--- src/rtl/ex_muldiv_unit.sv ---
// EX-stage iterative multiply/divide unit holding the architectural HI/LO pair.
// Mul is radix-2 shift-add, div is restoring shift-subtract, one bit per cycle.
module ex_muldiv_unit #(
  parameter int WIDTH = 32
) (
  input  logic             clk,
  input  logic             rst_n,
  input  logic             start,
  input  logic             flush_ex,
  input  logic [2:0]       op,
  input  logic [WIDTH-1:0] op_a,
  input  logic [WIDTH-1:0] op_b,
  output logic             busy,
  output logic             done,
  output logic [WIDTH-1:0] hi,
  output logic [WIDTH-1:0] lo
);

  localparam int CW = $clog2(WIDTH);
  localparam logic [CW-1:0] LAST = CW'(WIDTH - 1);

  localparam logic [2:0] OP_MULT  = 3'b001;
  localparam logic [2:0] OP_MULTU = 3'b010;
  localparam logic [2:0] OP_DIV   = 3'b011;
  localparam logic [2:0] OP_DIVU  = 3'b100;
  localparam logic [2:0] OP_MTHI  = 3'b101;
  localparam logic [2:0] OP_MTLO  = 3'b110;

  typedef enum logic [1:0] {IDLE, CALC, FIX} state_t;

  state_t             state;
  logic [CW-1:0]      cnt;
  logic [2*WIDTH-1:0] acc;
  logic [WIDTH-1:0]   mag_a;
  logic [WIDTH-1:0]   mag_b;
  logic [WIDTH-1:0]   raw_a;
  logic               is_div;
  logic               neg_lo;
  logic               neg_hi;
  logic               div_zero;

  logic op_ok, accept, is_md, is_sgn, is_dv;
  logic a_neg, b_neg;
  logic [WIDTH-1:0] abs_a, abs_b;

  assign busy   = (state != IDLE);
  assign op_ok  = (op != 3'b000) && (op != 3'b111);
  assign accept = start & ~flush_ex & ~busy & op_ok;
  assign is_md  = (op == OP_MULT) || (op == OP_MULTU) ||
                  (op == OP_DIV)  || (op == OP_DIVU);
  assign is_sgn = (op == OP_MULT) || (op == OP_DIV);
  assign is_dv  = (op == OP_DIV)  || (op == OP_DIVU);
  assign a_neg  = is_sgn & op_a[WIDTH-1];
  assign b_neg  = is_sgn & op_b[WIDTH-1];
  assign abs_a  = a_neg ? -op_a : op_a;
  assign abs_b  = b_neg ? -op_b : op_b;

  logic [WIDTH:0]     mul_sum;
  logic [WIDTH:0]     div_rem;
  logic [WIDTH:0]     div_diff;
  logic [2*WIDTH-1:0] prod;
  logic [WIDTH-1:0]   quo, rem;

  assign mul_sum  = {1'b0, acc[2*WIDTH-1:WIDTH]} +
                    (acc[0] ? {1'b0, mag_a} : '0);
  // Partial remainder with the next dividend bit shifted in.
  assign div_rem  = acc[2*WIDTH-1:WIDTH-1];
  assign div_diff = div_rem - {1'b0, mag_b};
  assign prod     = neg_lo ? -acc : acc;
  assign quo      = neg_lo ? -acc[WIDTH-1:0] : acc[WIDTH-1:0];
  assign rem      = neg_hi ? -acc[2*WIDTH-1:WIDTH] : acc[2*WIDTH-1:WIDTH];

  always_ff @(posedge clk or negedge rst_n) begin
    if (!rst_n) begin
      state    <= IDLE;
      cnt      <= '0;
      acc      <= '0;
      mag_a    <= '0;
      mag_b    <= '0;
      raw_a    <= '0;
      is_div   <= 1'b0;
      neg_lo   <= 1'b0;
      neg_hi   <= 1'b0;
      div_zero <= 1'b0;
      done     <= 1'b0;
      hi       <= '0;
      lo       <= '0;
    end else begin
      done <= 1'b0;
      unique case (state)
        IDLE: begin
          if (accept) begin
            unique case (1'b1)
              is_md: begin
                mag_a    <= abs_a;
                mag_b    <= abs_b;
                raw_a    <= op_a;
                is_div   <= is_dv;
                neg_lo   <= a_neg ^ b_neg;
                neg_hi   <= a_neg;
                div_zero <= (op_b == '0);
                acc      <= {{WIDTH{1'b0}}, is_dv ? abs_a : abs_b};
                cnt      <= '0;
                state    <= CALC;
              end
              (op == OP_MTHI): hi <= op_a;
              (op == OP_MTLO): lo <= op_a;
            endcase
          end
        end
        CALC: begin
          if (is_div) begin
            if (div_diff[WIDTH])
              acc <= {div_rem[WIDTH-1:0], acc[WIDTH-2:0], 1'b0};
            else
              acc <= {div_diff[WIDTH-1:0], acc[WIDTH-2:0], 1'b1};
          end else begin
            acc <= {mul_sum, acc[WIDTH-1:1]};
          end
          cnt <= cnt + 1'b1;
          if (cnt == LAST)
            state <= FIX;
        end
        FIX: begin
          if (!is_div) begin
            hi <= prod[2*WIDTH-1:WIDTH];
            lo <= prod[WIDTH-1:0];
          end else if (div_zero) begin
            hi <= raw_a;
            lo <= '1;
          end else begin
            hi <= rem;
            lo <= quo;
          end
          done  <= 1'b1;
          state <= IDLE;
        end
        default: state <= IDLE;
      endcase
    end
  end

endmodule

--- config.mk ---
export PLATFORM = sky130hd
export DESIGN_NAME = ex_muldiv_unit
export DESIGN_NICKNAME = d
export VERILOG_FILES = /design/src/rtl/ex_muldiv_unit.sv
export SDC_FILE = /design/constraint.sdc
export NUM_CORES = 1
export LEC_CHECK = 0
export CORE_ASPECT_RATIO = 0.9
export CORE_MARGIN = 3
export CORE_UTILIZATION = 30
export CTS_CLUSTER_SIZE = 20
export DETAILED_ROUTE_END_ITERATION = 6
export PLACE_DENSITY = 0.47
export REMOVE_ABC_BUFFERS = 1
export SLEW_MARGIN = 20
export SYNTH_ARGS = -nofsm -noshare
export SYNTH_HDL_FRONTEND = slang
export SYNTH_SLANG_ARGS = --single-unit
--- constraint.sdc ---
create_clock -name clk -period 3.9 [get_ports clk]
set_input_delay 0.78 -clock clk [delete_from_list [all_inputs] [get_ports clk]]
set_output_delay 0.78 -clock clk [all_outputs]
set_load 0.1 [all_outputs]
After elaboration in Yosys (flattened, before gate mapping)
Cells that the tools add are included.

Logic and storage cells: 91. Input bits: 71. Flip-flop bits (word level): 236.

Add/sub/neg operators: 8. Muxes and demuxes: 30. Eq/ne operators: 15. Bitwise logic cells: 8. Reductions and logical operators: 17.

Operators with widths (count): 32-bit 2-to-1 mux (14); 64-bit 2-to-1 mux (5); 32-bit negation (4); 32-bit one-hot mux with 2 select lines (2); 64-bit one-hot mux with 2 select lines (1); 64-bit negation (1); 32-bit by 32-bit adder with 33-bit output (1); 33-bit by 32-bit subtractor with 33-bit output (1); 32-bit logical NOT (1); 3-bit AND reduction (5); 5-bit 2-to-1 mux (2); 2-bit inequality test (second input constant) (5); 5-bit one-hot mux with 2 select lines (1); 3-bit == test (second input constant) (3); 3-bit by 2-bit == test with 1-bit output (second input constant) (2); 2-bit 2-to-1 mux (3); 2-bit nonzero test (3); 5-bit by 1-bit adder with 5-bit output (second input constant) (1); 1-bit bitwise AND (5); 5-bit == test (second input constant) (1); 1-bit logical OR (5); 2-bit one-hot mux with 2 select lines (1); 3-bit by 1-bit == test with 1-bit output (second input constant) (1); 3-bit inequality test (second input constant) (1); 8 further kinds (9).

Longest topological paths before layout
Depth in word-level cells: 8. Gate-level depth with buffers: 15. Gate-level depth less buffers: 13.

Worst setup path before layout
No wires, ideal clock.

Kind: register -> register. From: register acc[31]. To: register acc[44]. Data arrival time: 3.240 ns. Slack: 0.527 ns. Period minus slack after synthesis: 3.373 ns. Cell stages (with the launch flop): 14. Path buffers: 1. Setup time: 0.133 ns. Cell sequence: dfrtp_1 inv_1 ha_1 fa_1 nand2b_1 a21o_1 a211oi_1 o21ai_1 a21oi_1 o21ai_1 xnor2_2 buf_4 mux2i_1 o21ai_0.

Longest elaborated chain between the ends: 4.

Ends and longest elaborated chain: start, declared (RTL line 33) `logic [2*WIDTH-1:0] acc;`; start signal, assigned (RTL line 102) `acc <= {{WIDTH{1'b0}}, is_dv ? abs_a : abs_b};`; start signal, assigned (RTL line 114) `acc <= {div_rem[WIDTH-1:0], acc[WIDTH-2:0], 1'b0};`; start signal, assigned (RTL line 116) `acc <= {div_diff[WIDTH-1:0], acc[WIDTH-2:0], 1'b1};`; 33-bit by 32-bit subtractor with 33-bit output (RTL line 68) `assign div_diff = div_rem - {1'b0, mag_b};`; 64-bit 2-to-1 mux (RTL line 113) `if (div_diff[WIDTH])`; 64-bit 2-to-1 mux (RTL line 112) `if (is_div) begin`; 64-bit one-hot mux with 2 select lines (RTL line 90) `unique case (state)`.

Every way passes these cells. A chain may end at the register's enable or synchronous reset.

Final worst setup path
From: register acc[38]. To: register hi[31].

Longest elaborated chain between the ends: 5.

Ends and longest elaborated chain: 32-bit negation (RTL line 71) `assign rem = neg_hi ? -acc[2*WIDTH-1:WIDTH] : acc[2*WIDTH-1:WIDTH];`; 32-bit 2-to-1 mux (RTL line 71); 32-bit 2-to-1 mux (RTL line 128) `end else if (div_zero) begin`; 32-bit 2-to-1 mux * (RTL line 125) `if (!is_div) begin`; 32-bit one-hot mux with 2 select lines * (RTL line 90); end signal, assigned (RTL line 126) `hi <= prod[2*WIDTH-1:WIDTH];`; end signal, assigned (RTL line 129) `hi <= raw_a;`; end signal, assigned (RTL line 132) `hi <= rem;`; end, declared (RTL line 15) `output logic [WIDTH-1:0] hi,`.

Every way passes the cells marked *; elsewhere a longest branch is shown, timed or not.

==> summary.md <==
| Metric | Value |
|---|---|
| Status | `finished clean` |
| Most frequent cells in the layout | `nand2_1 (405), o21ai_0 (269), dfrtp_1 (233)` |
| Final #Nets | `2625` |
| Share of layout cells above drive strength 1 | `0.09640` |
| Max FO, Critical Path | `10` |
| Synthesis-stage register bit count | `235` |
| Total Routing Usage GR | `0.2296` |
| Vias | `18090` |
| Clk pwr share | `0.150` |
| Dpl ws | `0.09976 ns` |
| Final setup margin | `0.2501 ns` |
| Commonest non-fill, non-tap cell in the layout | `nand2_1` |
| Core ar. | `0.05907 mm2` |
| Placed insts | `3224` |
| Number of global-route vias before repair | `17730` |
| Clock skew | `0.03129 ns` |
| Final ANT Viol Nets | `0` |
| EDFF count, synth | `0` |
| Ys async rst share | `1.000` |
| Final setup viols | `0` |
| Pleak | `about 9.4 nW` |
| Cell Int Power | `9.288 mW` |
| Cells after synthesis | `2320` |
| Largest net degree at the start of global routing | `85` |
| Die Y | `between 200 and 250 um` |
| Diodes inserted | `0` |
| Site row count | `84` |
| Max-slew headroom | `0.3178` |
| Final period utilization | `0.9359` |
| Initial cell density of the core | `0.3065` |
| Share of the yosys chip area belonging to registers | `0.3248` |
| I/O pin count | `137` |
| Hold Path Class | `input pin to asynchronous set/reset pin` |
| Max-slew violations | `0` |
| Initial antenna violation count | `1` |
| Final Hold Vio Count | `0` |
| Area growth syn-to-layout | `21.89%` |
| First-pass GRT wire length | `112300 um` |
| Final cell count without fillers | `3274` |
| Hold_ws | `0.2167 ns` |
| YS warnings | `0` |
| Power share of the combinational group | `0.609` |
| # fillers | `~6300` |
| Top_reg_cell synth | `dfrtp_1` |
| Startpoint Class | `register` |
| Gpl congestion | `0.9358` |
| Setup crit end kind | `register` |
| H-Tree Depth | `1` |
| Finished Cell Area | `0.02207 mm2` |
| Dpl hpwl | `56240 um` |
| Worst skew pair latency | `0.60 ns` |
| Drt first pass iters | `5` |
| CTS Buffer Depth | `3` |
| Area post-placement | `approximately 0.021 mm2` |
| Multi-input gate area | `0.01133 mm2` |
| Worst EP arrival | `4.09 ns` |
| Max Cap Violations | `0` |
| Post-Syn Area | `0.01810 mm2` |
| Number of DRC markers in iteration 0 | `1480` |
| Vias/cell | `5.524` |
| Root Driver | `clkbuf_16` |
| Worst Max-Slew Pin Slew | `1.020 ns` |
| CTS buffer count | `29` |
| Crit path kind | `register to register` |
| Number of clock sinks | `235` |
| Cts hold-fix bufs | `0` |
| Die X | `265.0 um` |
| Setup TNS | `0 ns` |
| Post-Route WL | `74550 um` |
| Die Area | `0.06334 mm2` |
| Sequential fraction of design power | `0.240` |
| IO buf count | `136` |
| NetSw | `9.271 mW` |
| Sw Ratio | `0.4995` |
| CTS tree | `done` |
| Mean Syn Cell Area | `7.804 um2` |
| CP required | `4.34 ns` |
| Register area | `0.005886 mm2` |
| Fmax | `274.0 MHz` |
| DRC | `0` |
| Synth unique cells | `79` |
| CTS clk-pin slew, worst paths | `0.06 ns` |
| Avg WL per Cell | `between 20 and 25 um` |
| RSZ-0062 raised after global routing | `no` |
| Cell Pwr Density | `841.0 mW/mm2` |
| Final min period | `3.650 ns` |
| Worst VDD drop | `0.4699 mV` |
| GRT overflow | `0` |
[power groups by stage]
stage	registers, mW	logic [mW]	clock network, mW
detailed placement	4.50	11.2	0
global placement	4.48	11.2	0
CTS	4.47	11.3	2.85
finish	4.46	11.3	2.79
floorplan	5.58	6.45	0
global route	4.58	12.4	2.93
[worst max-delay path, stage by stage, from the launching register on]
cell	delay, ns
dfrtp_1	0.57
nor4_1	0.59
nand3_1	0.28
or2_2	0.41
or4_1	0.47
or3_1	0.39
o211ai_1	0.16
o21ai_0	0.10
o21ai_0	0.39
o21ai_1	0.11
[state kept, by name, summed over array words and instances (netlist names), 2 cells and up]
signal,count
state,2
mag_b,32
lo,32
hi,32
mag_a,32
acc,64
raw_a,31
cnt,5
[through the flow]
step / utilization / total power [mW]
2_1_floorplan: - / 12.04
3_3_place_gp: 0.3572 / 15.64
3_5_place_dp: 0.3572 / 15.71
4_1_cts: 0.3731 / 18.59
5_1_grt: 0.3736 / 19.90
6_report: 0.3736 / 18.56
[repair_timing]
action | in CTS | in global routing
endpoints found under the setup margin | 0 | 15
buffers inserted | 0 | 1
hold endpoints to repair | 0 | 0
gates resized for setup | 0 | 5
[synthesized netlist by cell type (12+ instances only)]
library cell	n	area (um2)
nand2_1	406	1524
o21ai_0	269	1346
dfrtp_1	235	5881
a21oi_1	156	780.8
clkbuf_1	144	540.5
nor2_1	140	525.5
xnor2_1	139	1217
inv_1	78	292.8
mux2i_1	74	740.7
ha_1	70	875.8
xor2_1	46	402.9
o22ai_1	39	244.0
and2_1	38	237.7
nand3_1	35	175.2
o31ai_1	31	232.7
nor3_1	30	150.1
a31oi_1	29	181.4
a22oi_1	26	195.2
o211ai_1	26	195.2
a211oi_1	22	165.2
nand2b_1	21	131.4
a21o_1	20	150.1
or3_1	20	125.1
or4_1	20	150.1
nand4_1	19	118.9
nor4_1	16	100.1
o21a_1	13	97.59
nor2b_1	12	75.07
[logic make-up after synthesis]
group,count (synthesis),share of synthesized area
AO/OA/AOI/OAI,704,0.2335
XOR/XNOR,186,0.09039
adder cells (fa/ha/maj),72,0.05059
buffers and inverters,245,0.05259
flip-flops,235,0.3248
multiplexers,79,0.04402
AND/OR/NAND/NOR,799,0.2041
[path summary, 6_finish.rpt]
kind	end	slack, ns	cells past startpoint	start
max in group asynchronous	hi[8]	2.77	2	rst_n
setup / recovery	hi[31]	0.25	9	acc[38]
hold reg to reg	mag_a[30]	0.47	2	mag_a[30]
min in group clk	mag_a[30]	0.47	2	mag_a[30]
hold / removal	acc[62]	0.22	1	rst_n
setup reg to reg	hi[31]	0.25	9	acc[38]
[area by class of cell]
class	count	area share
clock inverters	5	0.003572
repair buffers	296	0.1197
well taps	774	0.04388
multi-input cells	1840	0.5134
inverters	80	0.01361
clock buffers	44	0.03906
flip-flops and latches	235	0.2667
[routing by layer]
metal,up-vias,track usage,wire length (um)
li1,8507,-,-
met4,0,0.04977,1699
met1,8886,0.3315,35130
met5,-,0,0
met2,595,0.3696,33550
met3,97,0.02665,4166
Power figures use the tool's default switching activity.
